## config.mk

```make
export PLATFORM = sky130hd
export DESIGN_NAME = multdiv_issue
export DESIGN_NICKNAME = d
export VERILOG_FILES = /design/src/rtl/multdiv_issue.sv
export SDC_FILE = /design/constraint.sdc
export NUM_CORES = 1
export LEC_CHECK = 0
export ABC_AREA = 1
export CORE_ASPECT_RATIO = 2
export CORE_UTILIZATION = 30
export DETAILED_ROUTE_END_ITERATION = 10
export PLACE_DENSITY = 0.68
export REMOVE_ABC_BUFFERS = 1
export SYNTH_ARGS = -nofsm -noshare
export SYNTH_HDL_FRONTEND = slang
export SYNTH_SLANG_ARGS = --single-unit
```

## constraint.sdc

```tcl
create_clock -name clock -period 1.56 [get_ports clock]
set_input_delay 0.156 -clock clock [delete_from_list [all_inputs] [get_ports clock]]
set_output_delay 0.156 -clock clock [all_outputs]
set_load 0.03 [all_outputs]
```

## src/rtl/multdiv_issue.sv

```systemverilog
// multdiv_issue: issue/capture stage in front of the iterative multdiv unit.
// Define MULTDIV_TIMEOUT_EN to compile in the BUSY-wait watchdog (TIMEOUT cycles).
module multdiv_issue #(
    parameter int TIMEOUT = 40,
    parameter int RD_W    = 5
) (
    input  logic            clock,
    input  logic            resetn,
    input  logic            in_valid,
    output logic            in_ready,
    input  logic            in_is_mult,
    input  logic            in_is_div,
    input  logic [31:0]     in_opA,
    input  logic [31:0]     in_opB,
    input  logic [RD_W-1:0] in_rd,
    output logic [31:0]     md_operandA,
    output logic [31:0]     md_operandB,
    output logic            md_ctrl_MULT,
    output logic            md_ctrl_DIV,
    input  logic [31:0]     md_result,
    input  logic            md_exception,
    input  logic            md_resultRDY,
    output logic            out_valid,
    input  logic            out_ready,
    output logic [31:0]     out_data,
    output logic            out_exception,
    output logic [RD_W-1:0] out_rd,
    output logic            out_timeout,
    output logic            stall,
    output logic [1:0]      dbg_state
);

    typedef enum logic [1:0] {
        S_IDLE  = 2'd0,
        S_START = 2'd1,
        S_BUSY  = 2'd2,
        S_DONE  = 2'd3
    } state_t;

    state_t          state_q, state_d;
    logic [31:0]     op_a_q, op_a_d;
    logic [31:0]     op_b_q, op_b_d;
    logic [31:0]     data_q, data_d;
    logic [RD_W-1:0] rd_q, rd_d;
    logic            is_mult_q, is_mult_d;
    logic            blank_q, blank_d;
    logic            exc_q, exc_d;
    logic            rdy_qual;

`ifdef MULTDIV_TIMEOUT_EN
    localparam logic [7:0] TMO_LAST = 8'(TIMEOUT - 1);
    logic [7:0] cnt_q, cnt_d;
    logic       tout_q, tout_d;
`else
    logic [31:0] unused_timeout;
    assign unused_timeout = 32'(TIMEOUT);
`endif

    // Handshakes: a transfer happens on a rising edge where valid && ready;
    // in_* is taken only in IDLE, out_* is held stable in DONE until taken.
    always_comb begin
        state_d   = state_q;
        op_a_d    = op_a_q;
        op_b_d    = op_b_q;
        data_d    = data_q;
        rd_d      = rd_q;
        is_mult_d = is_mult_q;
        blank_d   = blank_q;
        exc_d     = exc_q;
`ifdef MULTDIV_TIMEOUT_EN
        cnt_d     = cnt_q;
        tout_d    = tout_q;
`endif
        // RDY may still be asserted from the previous operation in the first BUSY cycle.
        rdy_qual  = (state_q == S_BUSY) && !blank_q && md_resultRDY;

        case (state_q)
            S_IDLE: begin
                if (in_valid && (in_is_mult || in_is_div)) begin
                    state_d   = S_START;
                    op_a_d    = in_opA;
                    op_b_d    = in_opB;
                    rd_d      = in_rd;
                    is_mult_d = in_is_mult;
                end
            end
            S_START: begin
                state_d = S_BUSY;
                blank_d = 1'b1;
`ifdef MULTDIV_TIMEOUT_EN
                cnt_d   = 8'd0;
`endif
            end
            S_BUSY: begin
                blank_d = 1'b0;
                if (rdy_qual) begin
                    state_d = S_DONE;
                    data_d  = md_result;
                    exc_d   = md_exception;
`ifdef MULTDIV_TIMEOUT_EN
                    tout_d  = 1'b0;
                end else if (cnt_q == TMO_LAST) begin
                    state_d = S_DONE;
                    data_d  = 32'd0;
                    exc_d   = 1'b1;
                    tout_d  = 1'b1;
                end else begin
                    cnt_d   = cnt_q + 8'd1;
`endif
                end
            end
            S_DONE: begin
                if (out_ready) begin
                    state_d = S_IDLE;
                end
            end
            default: state_d = S_IDLE;
        endcase
    end

    always_ff @(posedge clock or negedge resetn) begin
        if (!resetn) begin
            state_q   <= S_IDLE;
            op_a_q    <= 32'd0;
            op_b_q    <= 32'd0;
            data_q    <= 32'd0;
            rd_q      <= '0;
            is_mult_q <= 1'b0;
            blank_q   <= 1'b0;
            exc_q     <= 1'b0;
`ifdef MULTDIV_TIMEOUT_EN
            cnt_q     <= 8'd0;
            tout_q    <= 1'b0;
`endif
        end else begin
            state_q   <= state_d;
            op_a_q    <= op_a_d;
            op_b_q    <= op_b_d;
            data_q    <= data_d;
            rd_q      <= rd_d;
            is_mult_q <= is_mult_d;
            blank_q   <= blank_d;
            exc_q     <= exc_d;
`ifdef MULTDIV_TIMEOUT_EN
            cnt_q     <= cnt_d;
            tout_q    <= tout_d;
`endif
        end
    end

    // Start pulses decode the state register directly, so reset kills them at once.
    assign md_ctrl_MULT  = (state_q == S_START) && is_mult_q;
    assign md_ctrl_DIV   = (state_q == S_START) && !is_mult_q;
    assign md_operandA   = op_a_q;
    assign md_operandB   = op_b_q;
    assign in_ready      = (state_q == S_IDLE);
    assign out_valid     = (state_q == S_DONE);
    assign out_data      = data_q;
    assign out_exception = exc_q;
    assign out_rd        = rd_q;
    assign stall         = (state_q == S_START) || (state_q == S_BUSY) ||
                           ((state_q == S_DONE) && !out_ready);
    assign dbg_state     = state_q;
`ifdef MULTDIV_TIMEOUT_EN
    assign out_timeout   = tout_q;
`else
    assign out_timeout   = 1'b0;
`endif

endmodule

```

# Word level (Yosys, flattened, before mapping)
# Cells that the tools add are included.
# word_totals
wordCells	36
ff_bits	106
out_inout_bits	110
input_bits	109
# classes
muxes	5
eq_ne	6
n_reduce_logical	17
# op_table
op	count
$pmux 2 s4	1
$logic_and 1x1->1	6
$mux 2	3
$eq 2x2->1 const B	2
$ne 2x1->1 const B	2
$reduce_and 2->1	2
$logic_not 1->1	3
$logic_or 1x1->1	3
$reduce_and 3->1	1
$eq 2x1->1 const B	1
$logic_not 2->1	1
$ne 2x2->1 const B	1
$pmux 1 s2	1
$reduce_bool 2->1	1

# Depth between registers and ports, before layout
# Gate-level depths: netlist (run 1).
# logic_depth
word_depth	5
mapped_depth	8
ltp_nobuf	8

# Worst setup path after synthesis (run 1)
# Ideal clock, no wire load.
# synth_timing
kind	reg-to-output
startpoint	register state_q[1], in the netlist dbg_state[1]
endpoint	output stall
stages_incl_launch_ff	4
setup_slack_ns	-0.336
t_arrival_ns	1.740
n_path_buf	0
path_cell_list	dfrtp_1 ha_1 inv_1 o21ai_0
# synth_via
elab_chain_len	3
# synth_lines
item	line_no	rtl
start, declared	40	state_t state_q, state_d;
start signal, assigned	136	state_q <= state_d;
$eq 2x2->1	n/a	
named net out_valid	23	output logic out_valid,
$logic_and 1x1->1	162	((state_q == S_DONE) && !out_ready);
$logic_or 1x1->1	161	assign stall = (state_q == S_START) || (state_q == S_BUSY) ||
end, declared	29	output logic stall,
# The timed path passes the listed nets, and every way through them passes these cells.

# Worst setup path after layout (run 1)
# layout_timing
startpoint	register state_q[1], in the netlist dbg_state[1]
endpoint	output stall
# layout_via
elab_chain_len	3
# layout_lines
item	line_no
$eq 2x1->1 (tied with other cells)	161
$logic_or 1x1->1 / $logic_and 1x1->1 (equally long branches)	161, 162
$logic_or 1x1->1 (*)	161
# Every way passes the cells marked *; elsewhere a longest branch is shown, timed or not.

==> metrics.yaml, run 1 <==
setup.worst_path.class: "reg -> out"
fp.coreArea_sq_um: 14800
multiInputGateArea_sq_um: 1300
clock-sinks: 106
use_met2: 0.307
reg2reg_depth: 6
grt_pass1_wl_um: 18500
cp_max_fo: 4
numCtsBuffers: 9
dieWidth_um: 89.0
synth_most_common_cell: "inv_1"
ys_types: 19
start_util: 0.307
final.min_clock_period_ns: 1.53
finalWirelength_um: 12200
syn_area_per_cell_sq_um: 9.59
end_kind: "output pin"
synth_warnings: 0
drv_cap: 0
post-route-period-util: 0.982
yosysSeqAreaShare: 0.584
synthToLayoutAreaGrowth_pct: 59.6
synth_commonest_cells: "inv_1, dfrtp_1, nand2_1"
ant_nets: 0
synth_flop_cell: "dfrtp_1"
rrSetupSlack_ns: 0.07
n_fill_cell: 1454
clk_latency_ns: 0.34
path_clk_slew_ns: 0.08
clock.fmax_ghz: 0.653
synth_area_sq_um: 4550
drive_above_1_share: 0.148
tritoncts: "yes"
design.die.area_sq_um: 15700
drc: 0
hold_viol: 0
final_nets: 804
post-route-util: 0.490
grt_use_met1: 0.143
finalSetupTns_ns: 0
place_congestion: 0.779
finalSetupViolations: 0
endpoint: "stall"
diodes: 0
post-dp-hpwl_um: 9510
grt_pass1_vias: 3853
clock_skew_ns: 0.0139
peakVddDrop_mv: 0.908
port-buffer-count: 217
r2r-end: "out_rd[3]$_DFFE_PN0P_"
ctsHtreeMaxLevel: 3
whs_ns: 0.281
async_flop_share: 1.00
io_pins: 219
grt.busiest_layer: "met2"
drt_iter0_markers: 151
r2r_start: "dbg_state[1]$_DFFE_PN0P_"
seq_area_sq_um: 2650
num_rows: 63
grt-ovfl-total: 0
antenna_found_initial: 0
grt_max_degree: 59
p_leak_nw: 4.13
grt_setup_unrepaired: "yes"
syn-instance-count: 474
worstPathRequired_ns: 1.40
vias_per_cell: 4.21
start_kind: "register"
final-max-slew-violation-count: 0
yosysTopAreaCell: "dfrtp_1"
hold_path_class: "in -> async"
synth_edf_count: 0
track_usage: 0.158
via_count: 3747
dr.pass1.iters: 4
die_y_um: 176
crit_arrival_ns: 1.38
synthTopCellsByArea: "dfrtp_1, inv_1, o21ai_1"
grtUsageMet3: 0.0337
cts-root-buf: "clkbuf_16"
synth.top_cell.area_share: 0.584
status: "finished clean"
yosys_register_bits: 106
powerDensity_nw_per_um2: 2010
crit_start: "dbg_state[1]$_DFFE_PN0P_"
wire_per_inst_um: 13.7
clockBufferDepth: 2
timing repair:
action                                  4_1_cts  5_1_grt
pin swaps                                     1        1
hold buffers                                  1        0
hold endpoints to repair                     26        0
buffers inserted                              2        0
gates resized for setup                      62       47
endpoints found under the setup margin       56       56
kinds of logic after synthesis:
family / count (synthesis) / share of synthesized area
buf+inv: 135 / 0.138
simple gates: 121 / 0.122
compound gates: 106 / 0.141
flops: 106 / 0.584
fa+ha+maj: 5 / 0.0138
other cells: 1 / 0.000825
stage by stage:
step	total power, mW	cell area [sq um]	cells	setup slack [ns]
after floorplan	9.28	4340	451	-1.13
after global placement	12.8	6870	871	0.0983
after detailed placement	13.0	6870	871	0.0283
after CTS	14.8	7130	890	0.00129
after global routing	15.5	7260	890	-0.0391
final	14.6	7260	890	0.0283
flip-flops by register name, summed over array words and instances (netlist names):
signal,flops
out_data,32
out_rd,5
out_exception,1
dbg_state,2
md_operandB,32
md_operandA,32
is_mult_q,1
blank_q,1
worst max-delay path: stages, from the launching register on:
cell	delay [ns]
dfrtp_1	0.40
inv_2	0.09
ha_4	0.29
inv_4	0.04
o21ai_2	0.06
buf_6	0.15
cell usage in the layout, fill, tap and decap left out, types with 2 or more instances in the layout:
master / instances
clkdlybuf4s50_1: 119
o21ai_0: 4
nand2_2: 30
ha_4: 2
buf_6: 3
buf_4: 7
o21ai_1: 70
clkbuf_1: 2
dlymetal6s2s_1: 38
dfrtp_1: 105
buf_12: 4
inv_2: 4
nor2_1: 3
inv_6: 2
inv_1: 107
ha_1: 2
clkbuf_16: 9
nand2_1: 82
o21ai_2: 31
dlygate4sd2_1: 54
nand3_1: 2
report_power, final:
part	total (mW)	switching (mW)	internal, mW	leakage (nW)
combinational	7.71	4.77	2.94	2.67
clock	2.16	1.01	1.14	0.134
sequential	4.75	0.742	4.01	1.33
total	14.6	6.53	8.09	4.13
per-layer routing:
metal,routed length (um),vias up
met5,0,-
met2,7050,131
met1,3970,1736
met3,587,30
met4,564,0
li1,-,1850
worst min path at each step:
stage | endpoint | from
2_1_floorplan | blank_q$_DFFE_PN0P_ | resetn
3_3_place_gp | md_operandA[29]$_DFFE_PN0P_ | resetn
3_5_place_dp | out_rd[3]$_DFFE_PN0P_ | resetn
4_1_cts | out_rd[3]$_DFFE_PN0P_ | resetn
5_1_grt | out_data[2]$_DFFE_PN0P_ | resetn
6_report | out_rd[3]$_DFFE_PN0P_ | resetn
area by class of cell:
class,count,share of cell area
sequential,106,0.366
timing repair buffer,228,0.324
multi-input combinational,233,0.179
inverter,112,0.0583
clock buffer,12,0.0340
tap,195,0.0336
clock inverter,4,0.00466
Note: power is estimated with default switching activity, not from simulation.
==> run 2: changes to the inputs <==
--- a/config.mk
+++ b/config.mk
@@ -7,6 +7,7 @@
 export LEC_CHECK = 0
 export ABC_AREA = 1
 export CORE_ASPECT_RATIO = 2
+export CORE_MARGIN = 4
 export CORE_UTILIZATION = 30
 export DETAILED_ROUTE_END_ITERATION = 10
 export PLACE_DENSITY = 0.68
==> run 2 against run 1 <==
  * Final area is 2.0% higher
  * Sequential power about the same
  * Flip-flop and latch count unchanged
  * Critical endpoint unchanged
  * Largest cell class unchanged
  * Largest power group unchanged
==> metrics.yaml, run 2 (synthesized netlist as in run 1, its figures left out) <==
track_usage: 0.153  # -0.00452
io_pins: 219  # unchanged
final_common_cell: "clkdlybuf4s50_1"
place_area_sq_um: 6880  # +0.15%
p_leak_nw: 4.13  # -0.14%
fin_area_sq_um: 7400  # +2.0%
grt-ovfl-total: 0  # unchanged
numCtsBuffers: 9  # unchanged
vias_per_cell: 4.21  # about the same
finalWirelength_um: 13300  # +9.0%
r2r-end: "md_operandB[11]$_DFFE_PN0P_"
final-max-slew-violation-count: 0  # unchanged
grt_setup_unrepaired: "yes"
ctsHtreeMaxLevel: 3  # unchanged
clock.fmax_ghz: 0.645  # -1.2%
rrSetupSlack_ns: 0.02  # -0.05 ns
die_y_um: 182  # +3.4%
endpoint: "stall"
start_kind: "register"
design.die.area_sq_um: 17300  # +10%
mostFrequentLayoutCells: "clkdlybuf4s50_1, dfrtp_1, inv_1"
wire_per_inst_um: 14.7  # +7.6%
grt_pass1_vias: 3938  # +2.2%
ant_nets: 0  # unchanged
final.min_clock_period_ns: 1.55  # +0.0194 ns
clock-sinks: 106  # unchanged
path_clk_slew_ns: 0.07  # about the same
peakVddDrop_mv: 0.824  # -9.2%
cp_max_fo: 4  # unchanged
crit_start: "dbg_state[0]$_DFFE_PN0P_"
grt_pass1_wl_um: 20200  # +8.9%
setup.worst_path.class: "reg -> out"
relSlewSlack: 0.621
post-route-period-util: 0.994  # +0.0124
diodes: 0  # unchanged
dieWidth_um: 95.0  # +6.7%
port-buffer-count: 217  # unchanged
setup_ws_ns: 0.00894  # -0.0194 ns
finalSetupTns_ns: 0  # unchanged
synthToLayoutAreaGrowth_pct: 62.9
dr.pass1.iters: 4  # unchanged
antenna_found_initial: 0  # unchanged
post-dp-hpwl_um: 9890  # +4.1%
fp.coreArea_sq_um: 14800  # unchanged
worstPathRequired_ns: 1.40  # about the same
via_count: 3794  # +1.3%
hold_path_depth: 3
hold_viol: 0  # unchanged
start_util: 0.307  # unchanged
place_congestion: 0.747  # -4.2%
drt_iter0_markers: 125  # -17%
finalPower_mw: 15.4  # +5.2%
drv_cap: 0  # unchanged
reg2reg_depth: 7  # +1
drc: 0  # unchanged
clock_skew_ns: 0.00427  # -0.00964 ns
hold_path_class: "in -> reg"
tritoncts: "yes"
finalSetupViolations: 0  # unchanged
status: "finished clean"
final_nets: 815  # +1.4%
end_kind: "output pin"
powerDensity_nw_per_um2: 2080  # +3.2%
grt_max_degree: 107  # +81%
num_rows: 63  # unchanged
cts-root-buf: "clkbuf_16"
drive_above_1_share: 0.171  # +0.0232
n_fill_cell: 1461  # +0.48%
dp_slack_ns: 0.0800  # +0.0518 ns
clockBufferDepth: 2  # unchanged
tightest_slew_ns: 0.569
clk_latency_ns: 0.35  # about the same
r2r_start: "dbg_state[0]$_DFFE_PN0P_"
crit_arrival_ns: 1.40  # +0.02 ns
run 2: worst max-delay path, stage by stage, from the launching register on:
cell and delay (ns):
dfrtp_1 0.43, inv_2 0.09, ha_4 0.30, inv_4 0.04, o21ai_2 0.05, buf_6 0.15
run 2: power breakdown:
group	total [mW]	switching, mW	internal [mW]
clock	2.75	1.02	1.73
combinational	7.91	4.94	2.97
sequential	4.72	0.717	4.00
run 2: worst min path at each step:
stage                  start                           to
2_1_floorplan         resetn          blank_q$_DFFE_PN0P_
3_3_place_gp          resetn  md_operandA[18]$_DFFE_PN0P_
3_5_place_dp          resetn        out_rd[3]$_DFFE_PN0P_
4_1_cts         md_result[6]      out_data[6]$_DFFE_PN0P_
5_1_grt        md_result[12]     out_data[12]$_DFFE_PN0P_
6_report        md_result[6]      out_data[6]$_DFFE_PN0P_
run 2: routing by layer:
layer / track usage / up-vias / routed length [um]
li1: - / 1880 / -
met1: 0.146 / 1747 / 4390
met2: 0.291 / 136 / 7530
met3: 0.0429 / 31 / 828
met4: 0.0711 / 0 / 513
met5: 0 / - / 0
run 2: metrics by stage:
step / std cells / hold slack [ns] / util
floorplan: 451 / -0.140 / -
global placement: 874 / 0.268 / 0.464
detailed placement: 874 / 0.286 / 0.464
CTS: 895 / 0.316 / 0.487
global route: 901 / 0.330 / 0.500
finish: 901 / 0.342 / 0.500
run 2: final cells by class:
type | count | area, sq um | share of cell area
inverters | 112 | 423 | 0.0571
repair buffers | 239 | 2400 | 0.324
clock buffers | 9 | 225 | 0.0304
multi-input cells | 233 | 1320 | 0.178
well taps | 195 | 244 | 0.0330
flip-flops and latches | 106 | 2650 | 0.358
clock inverters | 7 | 141 | 0.0191
run 2: repair_timing:
action / in CTS / in global routing
buffers inserted: 4 / 5
hold buffers: 1 / 0
gates resized for setup: 90 / 40
cloned: 0 / 1
endpoints found under the setup margin: 83 / 43
pin swaps: 0 / 6
hold endpoints to repair: 106 / 0
==> run 3: changes to the inputs <==
--- a/config.mk
+++ b/config.mk
@@ -6,7 +6,7 @@
 export NUM_CORES = 1
 export LEC_CHECK = 0
 export ABC_AREA = 1
-export CORE_ASPECT_RATIO = 2
+export CORE_ASPECT_RATIO = 1.25
 export CORE_MARGIN = 4
 export CORE_UTILIZATION = 30
 export DETAILED_ROUTE_END_ITERATION = 10
==> run 3 against run 2 <==
  * Flip-flop and latch count stayed put
  * Clock skew is 0.0044 ns higher
  * Final area is 0.93% lower
  * Via count is 0.90% lower
  * First-iteration DRC count is 8.8% higher
  * Critical path depth is 4 lower
  * Die area is 0.62% lower
  * Cell count is 2.4% lower
  * Critical path type unchanged
  * Critical endpoint is now md_operandB[6]
==> metrics.yaml, run 3 (synthesized netlist as in run 1, its figures left out) <==
ctsHtreeMaxLevel: 3  # unchanged
crit_arrival_ns: 1.37  # -0.03 ns
status: "finished clean"
numCtsBuffers: 9  # unchanged
critPathTopFamily: "buffers and inverters"
path_clk_slew_ns: 0.07  # about the same
dieWidth_um: 118  # +24%
setup.worst_path.class: "reg -> out"
clock-sinks: 106  # unchanged
drt_iter0_markers: 136  # +8.8%
design.die.area_sq_um: 17200  # -0.62%
r2r_start: "dbg_state[0]$_DFFE_PN0P_"
final_nets: 808  # -0.86%
peakVddDrop_mv: 0.946  # +15%
grt_setup_unrepaired: "yes"
start_kind: "register"
diodes: 0  # unchanged
num_rows: 50  # -21%
cts-root-buf: "clkbuf_16"
post-route-util: 0.491  # -0.00903
drv_cap: 0  # unchanged
n_fill_cell: 1412  # -3.4%
clk_latency_ns: 0.33  # -0.02 ns
dp_cells: 858  # -1.8%
clockBufferDepth: 2  # unchanged
p_leak_nw: 4.27  # +3.5%
mostFrequentLayoutCells: "clkdlybuf4s50_1, inv_1, dfrtp_1"
final.min_clock_period_ns: 1.53  # -0.0250 ns
vias_per_cell: 4.28  # +1.6%
post-dp-hpwl_um: 9020  # -8.9%
fin_area_sq_um: 7330  # -0.93%
cp_cell_sequence: "clkdlybuf4s50_1"
end_kind: "output pin"
powerDensity_nw_per_um2: 2050  # -1.4%
drc: 0  # unchanged
io_pins: 219  # unchanged
via_count: 3760  # -0.90%
grt-ovfl-total: 0  # unchanged
fp.coreArea_sq_um: 15000  # +0.89%
cp_max_fo: 2  # -2
final-max-slew-violation-count: 0  # unchanged
grt_pass1_vias: 3831  # -2.7%
drive_above_1_share: 0.155  # -0.0164
start_util: 0.304  # -0.00272
final_common_cell: "clkdlybuf4s50_1"
crit_start: "md_operandB[6]$_DFFE_PN0P_"
synthToLayoutAreaGrowth_pct: 61.4
dr.pass1.iters: 4  # unchanged
place_congestion: 0.761  # +1.9%
antenna_found_initial: 0  # unchanged
post-route-period-util: 0.978  # -0.0160
ant_nets: 0  # unchanged
finalSetupViolations: 0  # unchanged
layout.cells.non_filler: 879  # -2.4%
finalSetupTns_ns: 0  # unchanged
clock.fmax_ghz: 0.655  # +1.6%
wire_per_inst_um: 13.5  # -8.2%
endpoint: "md_operandB[6]"
worstPathRequired_ns: 1.40  # about the same
track_usage: 0.136  # -0.0172
reg2reg_depth: 6  # -1
r2r-end: "is_mult_q$_DFFE_PN0P_"
die_y_um: 146  # -20%
tritoncts: "yes"
critPathBufInv: 1  # -2
hold_viol: 0  # unchanged
port-buffer-count: 217  # unchanged
place_area_sq_um: 6840  # -0.56%
finalWirelength_um: 11900  # -10%
critPathSlowestCell: "clkdlybuf4s50_1"
rrSetupSlack_ns: 0.09  # +0.07 ns
clock_skew_ns: 0.00865  # +0.00437 ns
cpPeakStageDelay_ns: 0.68  # +0.25 ns
whs_ns: 0.251  # -0.0911 ns
cp.depth: 1  # -4
hold_path_class: "in -> async"
grt_max_degree: 67  # -37%
grt_pass1_wl_um: 19400  # -4.0%
[run 3: cell types whose count changed in the layout (fill, tap and decap cells not counted), sizes merged]
cell           change
dlymetal6s2s      +27
buf                -5
clkdlybuf4s50     +19
clkbuf             -3
bufinv             -2
dlygate4sd2       -45
[run 3: cell type report]
type                       count  area, sq um  area share
tap                          182          228      0.0310
clock inverter                 5         81.3      0.0111
timing repair buffer         232         2420       0.330
clock buffer                   9          225      0.0307
multi-input combinational    233         1300       0.177
sequential                   106         2650       0.362
inverter                     112          423      0.0577
[run 3: stage by stage]
step                total power [mW]  worst slack [ns]
finish                          15.0            0.0340
global route                    16.0           -0.0345
CTS                             15.1          0.000217
detailed placement              12.9           -0.0128
global placement                12.7            0.0763
floorplan                       9.28             -1.13
[run 3: how the worst min path moves through the flow]
stage,startpoint,to,slack (ns),depth (start not counted)
6_report,resetn,md_operandB[9]$_DFFE_PN0P_,0.25,2
5_1_grt,resetn,md_operandA[3]$_DFFE_PN0P_,0.26,2
4_1_cts,resetn,md_operandA[3]$_DFFE_PN0P_,0.25,2
3_5_place_dp,resetn,md_operandB[20]$_DFFE_PN0P_,0.07,1
3_3_place_gp,resetn,md_operandB[20]$_DFFE_PN0P_,0.06,1
2_1_floorplan,resetn,blank_q$_DFFE_PN0P_,-0.14,0
[run 3: routing by layer]
layer	share of wire	GRT usage
met1	0.41	0.160
met2	0.48	0.229
met3	0.091	0.0556
met4	0.013	0.0393
met5	0	0
[run 3: where the power goes]
part / total, mW / leakage [nW] / switching (mW) / internal, mW
Clock: 2.35 / 0.147 / 0.959 / 1.39
Combinational: 7.95 / 2.80 / 4.78 / 3.16
Sequential: 4.73 / 1.33 / 0.726 / 4.01
[run 3: what timing repair did]
item | in CTS | in global routing
setup buffers | 3 | 3
gates resized for setup | 42 | 59
setup endpoints to repair | 41 | 74
hold endpoints to repair | 18 | 0
hold buffers | 1 | 0
pin swaps | 1 | 2
